===== config.mk =====
export PLATFORM = sky130hd
export DESIGN_NAME = tt_um_carryskip_acc16
export DESIGN_NICKNAME = d
export VERILOG_FILES = /design/src/rtl/tt_um_carryskip_acc16.sv
export SDC_FILE = /design/constraint.sdc
export NUM_CORES = 1
export LEC_CHECK = 0
export CAP_MARGIN = 20
export CORE_MARGIN = 5
export CORE_UTILIZATION = 57
export CTS_CLUSTER_DIAMETER = 120
export DETAILED_ROUTE_END_ITERATION = 10
export PLACE_DENSITY = 0.86
export SETUP_SLACK_MARGIN = 0.3
export SLEW_MARGIN = 20
export SYNTH_ARGS = -nofsm -noshare
export SYNTH_HDL_FRONTEND = slang
export SYNTH_SLANG_ARGS = --single-unit

===== constraint.sdc =====
create_clock -name clk -period 9 [get_ports clk]
set_input_delay 2.25 -clock clk [delete_from_list [all_inputs] [get_ports clk]]
set_output_delay 2.25 -clock clk [all_outputs]
set_load 0.03 [all_outputs]

===== src/rtl/tt_um_carryskip_acc16.sv =====
// tt_um_carryskip_acc16: byte-streamed 16-bit add/subtract accumulator built on carry-skip slices.
//
// Ports:
//   clk     - single clock, rising edge
//   rst_n   - asynchronous active-low reset
//   ena     - tile enable; low freezes the FSM and all registers
//   ui_in   - operand byte (low byte first, then high byte)
//   uio_in  - [0] in_valid, [1] op (0 add, 1 subtract, sampled with low byte),
//             [2] clr, [3] rd_sel (0 low byte, 1 high byte), [7:4] unused
//   uo_out  - accumulator byte selected by rd_sel
//   uio_out - [4] in_ready, [5] res_valid, [6] carry, [7] ovf, [3:0] zero
//   uio_oe  - constant 8'hF0 (upper nibble of uio is output)
//
// Optional feature: define CSA_SATURATE_EN to clamp the accumulator to
// 16'h7FFF / 16'h8000 on signed overflow instead of wrapping.
module tt_um_carryskip_acc16 #(
    parameter int WIDTH    = 16,
    parameter int SKIP_BLK = 4
) (
    input  logic       clk,
    input  logic       rst_n,
    input  logic       ena,
    input  logic [7:0] ui_in,
    input  logic [7:0] uio_in,
    output logic [7:0] uo_out,
    output logic [7:0] uio_out,
    output logic [7:0] uio_oe
);
    localparam int NB = 8 / SKIP_BLK;

    typedef enum logic [1:0] {IDLE, LO_HELD, ADD_LO, ADD_HI} state_e;

    state_e           state_q, state_d;
    logic [WIDTH-1:0] acc_q, acc_d;
    logic [WIDTH-1:0] b_q, b_d;
    logic             op_q, op_d;
    logic             c8_q, c8_d;
    logic             carry_q, carry_d;
    logic             ovf_q, ovf_d;
    logic             res_valid_q, res_valid_d;

    logic in_valid, op_in, clr, rd_sel;
    logic in_ready, xfer, hi;
    logic unused_ok;

    assign in_valid  = uio_in[0];
    assign op_in     = uio_in[1];
    assign clr       = uio_in[2];
    assign rd_sel    = uio_in[3];
    assign unused_ok = &{1'b0, uio_in[7:4]};

    assign in_ready = ena & rst_n & (state_q == IDLE || state_q == LO_HELD);
    assign xfer     = in_valid & in_ready;
    assign hi       = (state_q == ADD_HI);

    // One 8-bit carry-skip adder shared by both byte cycles; operands and
    // carry-in are steered by the current ADD_* state.
    logic [7:0] add_a, add_b, add_s;
    logic       add_ci, add_co, add_c7;
    logic       c, cb, pb, p;

    assign add_a  = hi ? acc_q[15:8] : acc_q[7:0];
    assign add_b  = op_q ? ~(hi ? b_q[15:8] : b_q[7:0]) : (hi ? b_q[15:8] : b_q[7:0]);
    assign add_ci = hi ? c8_q : op_q;

    // Each SKIP_BLK block ripples internally; when every bit propagates,
    // the block carry-in is forwarded directly as its carry-out.
    // add_c7 is the carry into bit 7, i.e. c15 during ADD_HI.
    always_comb begin
        add_s  = '0;
        add_c7 = 1'b0;
        c      = add_ci;
        cb     = 1'b0;
        pb     = 1'b0;
        p      = 1'b0;
        for (int g = 0; g < NB; g++) begin
            cb = c;
            pb = 1'b1;
            for (int i = 0; i < SKIP_BLK; i++) begin
                p                    = add_a[g*SKIP_BLK+i] ^ add_b[g*SKIP_BLK+i];
                add_s[g*SKIP_BLK+i]  = p ^ c;
                add_c7               = (g*SKIP_BLK+i == 7) ? c : add_c7;
                c                    = (add_a[g*SKIP_BLK+i] & add_b[g*SKIP_BLK+i]) | (p & c);
                pb                   = pb & p;
            end
            c = pb ? cb : c;
        end
        add_co = c;
    end

    always_comb begin
        state_d     = state_q;
        acc_d       = acc_q;
        b_d         = b_q;
        op_d        = op_q;
        c8_d        = c8_q;
        carry_d     = carry_q;
        ovf_d       = ovf_q;
        res_valid_d = res_valid_q;
        if (ena) begin
            case (state_q)
                IDLE: begin
                    if (clr) begin
                        acc_d       = '0;
                        carry_d     = 1'b0;
                        ovf_d       = 1'b0;
                        res_valid_d = 1'b0;
                    end else if (xfer) begin
                        b_d[7:0]    = ui_in;
                        op_d        = op_in;
                        res_valid_d = 1'b0;
                        state_d     = LO_HELD;
                    end
                end
                LO_HELD: begin
                    if (clr) begin
                        state_d = IDLE;
                    end else if (xfer) begin
                        b_d[15:8] = ui_in;
                        state_d   = ADD_LO;
                    end
                end
                ADD_LO: begin
                    acc_d[7:0] = add_s;
                    c8_d       = add_co;
                    state_d    = ADD_HI;
                end
                ADD_HI: begin
                    acc_d[15:8] = add_s;
                    carry_d     = add_co;
                    ovf_d       = add_c7 ^ add_co;
                    res_valid_d = 1'b1;
`ifdef CSA_SATURATE_EN
                    // acc_q[15] is still the pre-operation sign here.
                    if (add_c7 ^ add_co)
                        acc_d = acc_q[15] ? 16'h8000 : 16'h7FFF;
`endif
                    state_d = IDLE;
                end
                default: state_d = IDLE;
            endcase
        end
    end

    always_ff @(posedge clk or negedge rst_n) begin
        if (!rst_n) begin
            state_q     <= IDLE;
            acc_q       <= '0;
            b_q         <= '0;
            op_q        <= 1'b0;
            c8_q        <= 1'b0;
            carry_q     <= 1'b0;
            ovf_q       <= 1'b0;
            res_valid_q <= 1'b0;
        end else begin
            state_q     <= state_d;
            acc_q       <= acc_d;
            b_q         <= b_d;
            op_q        <= op_d;
            c8_q        <= c8_d;
            carry_q     <= carry_d;
            ovf_q       <= ovf_d;
            res_valid_q <= res_valid_d;
        end
    end

    assign uo_out  = rd_sel ? acc_q[15:8] : acc_q[7:0];
    assign uio_out = {ovf_q, carry_q, res_valid_q, in_ready, 4'b0000};
    assign uio_oe  = 8'hF0;
endmodule


==> results.json <==
{
  "fin_crit_sh": 0.6874,
  "cts-root-buf": "clkbuf_8",
  "wl_met2_microns": 2070,
  "post-cts-setup-buffer-count": 0,
  "yosysWarningCount": 0,
  "synth_seq_cells": 39,
  "power_density_nw_per_um2": 331.3,
  "vias_per_cell": 5.542,
  "crit_family": "buffers and inverters",
  "worst_slack_ns": 2.814,
  "drc_errors": 0,
  "min_path_type": "reg -> reg",
  "synth_top_family_by_area": "multiplexers",
  "hpwl_microns": 3120,
  "placedCellCount": 266,
  "period_needed_ns": 6.186,
  "cpMostUsedCell": "clkdlybuf4s50_1",
  "grt_util_all_layers": 0.1746,
  "path_max_fanout": 8,
  "htree_levels": 2,
  "met1_length_microns": 1946,
  "slew_headroom": 0.4046,
  "drive_gt1_frac": 0.2063,
  "grt_antenna_before_repair": 0,
  "hold_viol": 0,
  "fin_worst_skew_ns": 0.003364,
  "numClockSinks": 39,
  "synth_seq_area_share": 0.4107,
  "diodes": 0,
  "grt_max_degree": 43,
  "path_clk_slew_ns": 0.07,
  "nNetsFinal": 258,
  "rsz0062_at_grt": "false",
  "synth_compound_area_frac": 0.1001,
  "fin_tns_setup_ns": 0,
  "required_ns": 6.75,
  "crit_chain": "clkdlybuf4s50_1 > mux2_2 > clkdlybuf4s50_1",
  "synth_area_leaders": "dfrtp_1 41%, mux2_2 15%, fa_1 6.7%, buf_4 5.4%, ha_1 4.2%",
  "synth-simple-area-share": 0.07794,
  "status": "finished, final reports clean",
  "highest_layer": "met4",
  "crit_arrival_ns": 3.94,
  "path_class": "in -> out",
  "route.met3.wl_microns": 183,
  "finalMaxSlewViolations": 0,
  "grt_pass1_vias": 1596,
  "cts_resized": 0,
  "syn_area_sq_um": 2376,
  "finalSetupViolations": 0,
  "synth-adder-area-share": 0.1095,
  "synth_top_area_share": 0.4107,
  "slowest_delay_ns": 0.70,
  "max_slew.worst_pin.slew_ns": 0.8910,
  "tritoncts": "yes",
  "utilization": 0.6621,
  "num_rows": 23,
  "synth_area_leader_cell": "dfrtp_1",
  "synth_xor_area_frac": 0.02949,
  "ir_drop_v": 0.0001626,
  "max_freq_mhz": 161.6,
  "wl_microns": 4272,
  "start_util": 0.5898,
  "cts_buffer_depth": 2,
  "grt_first_pass_wirelength_microns": 7293,
  "ant_nets": 0,
  "routabilityCongestion": 0.7377,
  "holdBufCountCts": 0,
  "die_area_sq_um": 5560,
  "die_y_microns": 74.57,
  "synth_cell_type_count": 36,
  "core_area_sq_um": 4029,
  "clk_latency_ns": 0.29,
  "synth_cells": 202,
  "leakage_nw": 1.286,
  "critPathLaunchType": "primary input",
  "maxCapViolCount": 0,
  "drt_iter0_drc": 85,
  "wl_per_cell_microns": 15.65,
  "cp_num_buf_inv": 2,
  "first_pass_iters": 4,
  "place_ws_ns": 2.804,
  "postSynthAreaPerCell_sq_um": 11.76,
  "ioPinCount": 43,
  "vias": 1513,
  "yosys-mux-area-fraction": 0.1896,
  "gr-total-overflow": 0,
  "syn_to_final_growth_pct": 12.27,
  "slowest_stage": "clkdlybuf4s50_1",
  "total_power_w": 0.0008838,
  "endpoint_kind": "output port",
  "cts_buffers": 5,
  "fin_cells": 273,
  "portBuffers": 26,
  "die_w_microns": 74.57
}
power by group:
| part | internal [W] | switching (W) |
|---|---|---|
| clock | 0.0000601 | 0.0000597 |
| sequential | 0.000238 | 0.0000595 |
| combinational | 0.000219 | 0.000247 |
Yosys cell counts (all sizes together):
cell type	count
dfrtp	39
a2111o	1
a21bo	1
a21o	2
nand3	4
ha	8
a21oi	2
buf	21
mux2i	9
a41oi	1
mux2	32
or3b	1
and2	1
a22o	10
and4	2
a31oi	1
nor2	3
nor3b	1
nor2b	1
inv	10
conb	2
a211oi	1
a22oi	2
nor3	2
o21ai	13
nand2	13
xnor2	8
clkbuf	1
and3b	2
fa	8
worst paths after layout:
| kind | start | end | slack (ns) | cells past startpoint |
|---|---|---|---|---|
| worst max-delay path | uio_in[3] | uo_out[7] | 2.81 | 3 |
| worst min-delay path | b_q[7]$_DFFE_PN0P_ | b_q[7]$_DFFE_PN0P_ | 0.51 | 1 |
| worst max register to register | flop | ovf_q$_DFFE_PN0P_ | 3.46 | 19 |
| worst min register to register | b_q[7]$_DFFE_PN0P_ | b_q[7]$_DFFE_PN0P_ | 0.51 | 1 |
| max in group asynchronous | rst_n | b_q[14]$_DFFE_PN0P_ | 6.38 | 1 |
| min in group asynchronous | rst_n | b_q[8]$_DFFE_PN0P_ | 2.07 | 1 |
layout by cell type, fill, tap and decap left out, types with 2 or more instances in the layout:
cell | netlist | layout
dfrtp_1 | 39 | 39
mux2_2 | 32 | 32
clkdlybuf4s50_1 | 0 | 25
nand2_1 | 12 | 12
o21ai_0 | 12 | 12
conb_1 | 2 | 12
inv_1 | 10 | 10
a22o_1 | 10 | 10
mux2i_1 | 9 | 9
xnor2_1 | 8 | 8
fa_1 | 8 | 8
ha_1 | 8 | 8
clkbuf_8 | 0 | 6
nand3_1 | 4 | 4
nor2_1 | 3 | 3
and4_1 | 2 | 2
a21oi_1 | 2 | 2
a22oi_1 | 2 | 2
flip-flops by register name, indices dropped and copies added (netlist names), named ones only:
signal / cells
op_q: 1
res_valid_q: 1
b_q: 16
acc_q: 16
c8_q: 1
ovf_q: 1
carry_q: 1
state_q: 1
layout make-up:
class / count / area [sq um]
Inverter: 10 / 37.54
Timing Repair Buffer: 26 / 255.2
Multi-Input combinational cell: 141 / 1249
Fill cell: 312 / 1361
Clock inverter: 1 / 5.005
Sequential cell: 39 / 975.9
Tap cell: 50 / 62.56
Clock buffer: 6 / 82.58
per-layer routing:
| layer | global-route usage | up-vias |
|---|---|---|
| met5 | 0 | - |
| met2 | 0.2927 | 29 |
| li1 | - | 720 |
| met4 | 0.05731 | 0 |
| met3 | 0.04054 | 8 |
| met1 | 0.2237 | 756 |
worst reg2reg max path: stages, from the launching register on:
cell and delay [ns]:
dfrtp_1 0.67, nand2_1 0.68, mux2i_1 0.38, xnor2_1 0.14, inv_1 0.11, fa_1 0.20
fa_1 0.18, inv_1 0.05, fa_1 0.37, fa_1 0.36, a41oi_1 0.16, a31oi_1 0.12
fa_1 0.42, fa_1 0.41, fa_1 0.42, inv_1 0.12, fa_1 0.17, nor2_1 0.06
a2111o_1 0.39, nand3_1 0.07
cell families after synthesis:
logic type,Yosys count
multiplexers,41
other,2
AND/OR/NAND/NOR,30
buffers and inverters,32
AO/OA/AOI/OAI,34
flip-flops,39
adder cells (fa/ha/maj),16
XOR/XNOR,8
through the flow:
| stage | instance area (sq um) | hold WS, ns |
|---|---|---|
| floorplan | 2414 | 0.4505 |
| global placement | 2580 | 0.4714 |
| detailed placement | 2580 | 0.4870 |
| CTS | 2668 | 0.5128 |
| global route | 2668 | 0.5324 |
| finish | 2668 | 0.5078 |
No activity file was read; power rests on OpenSTA's default activity.
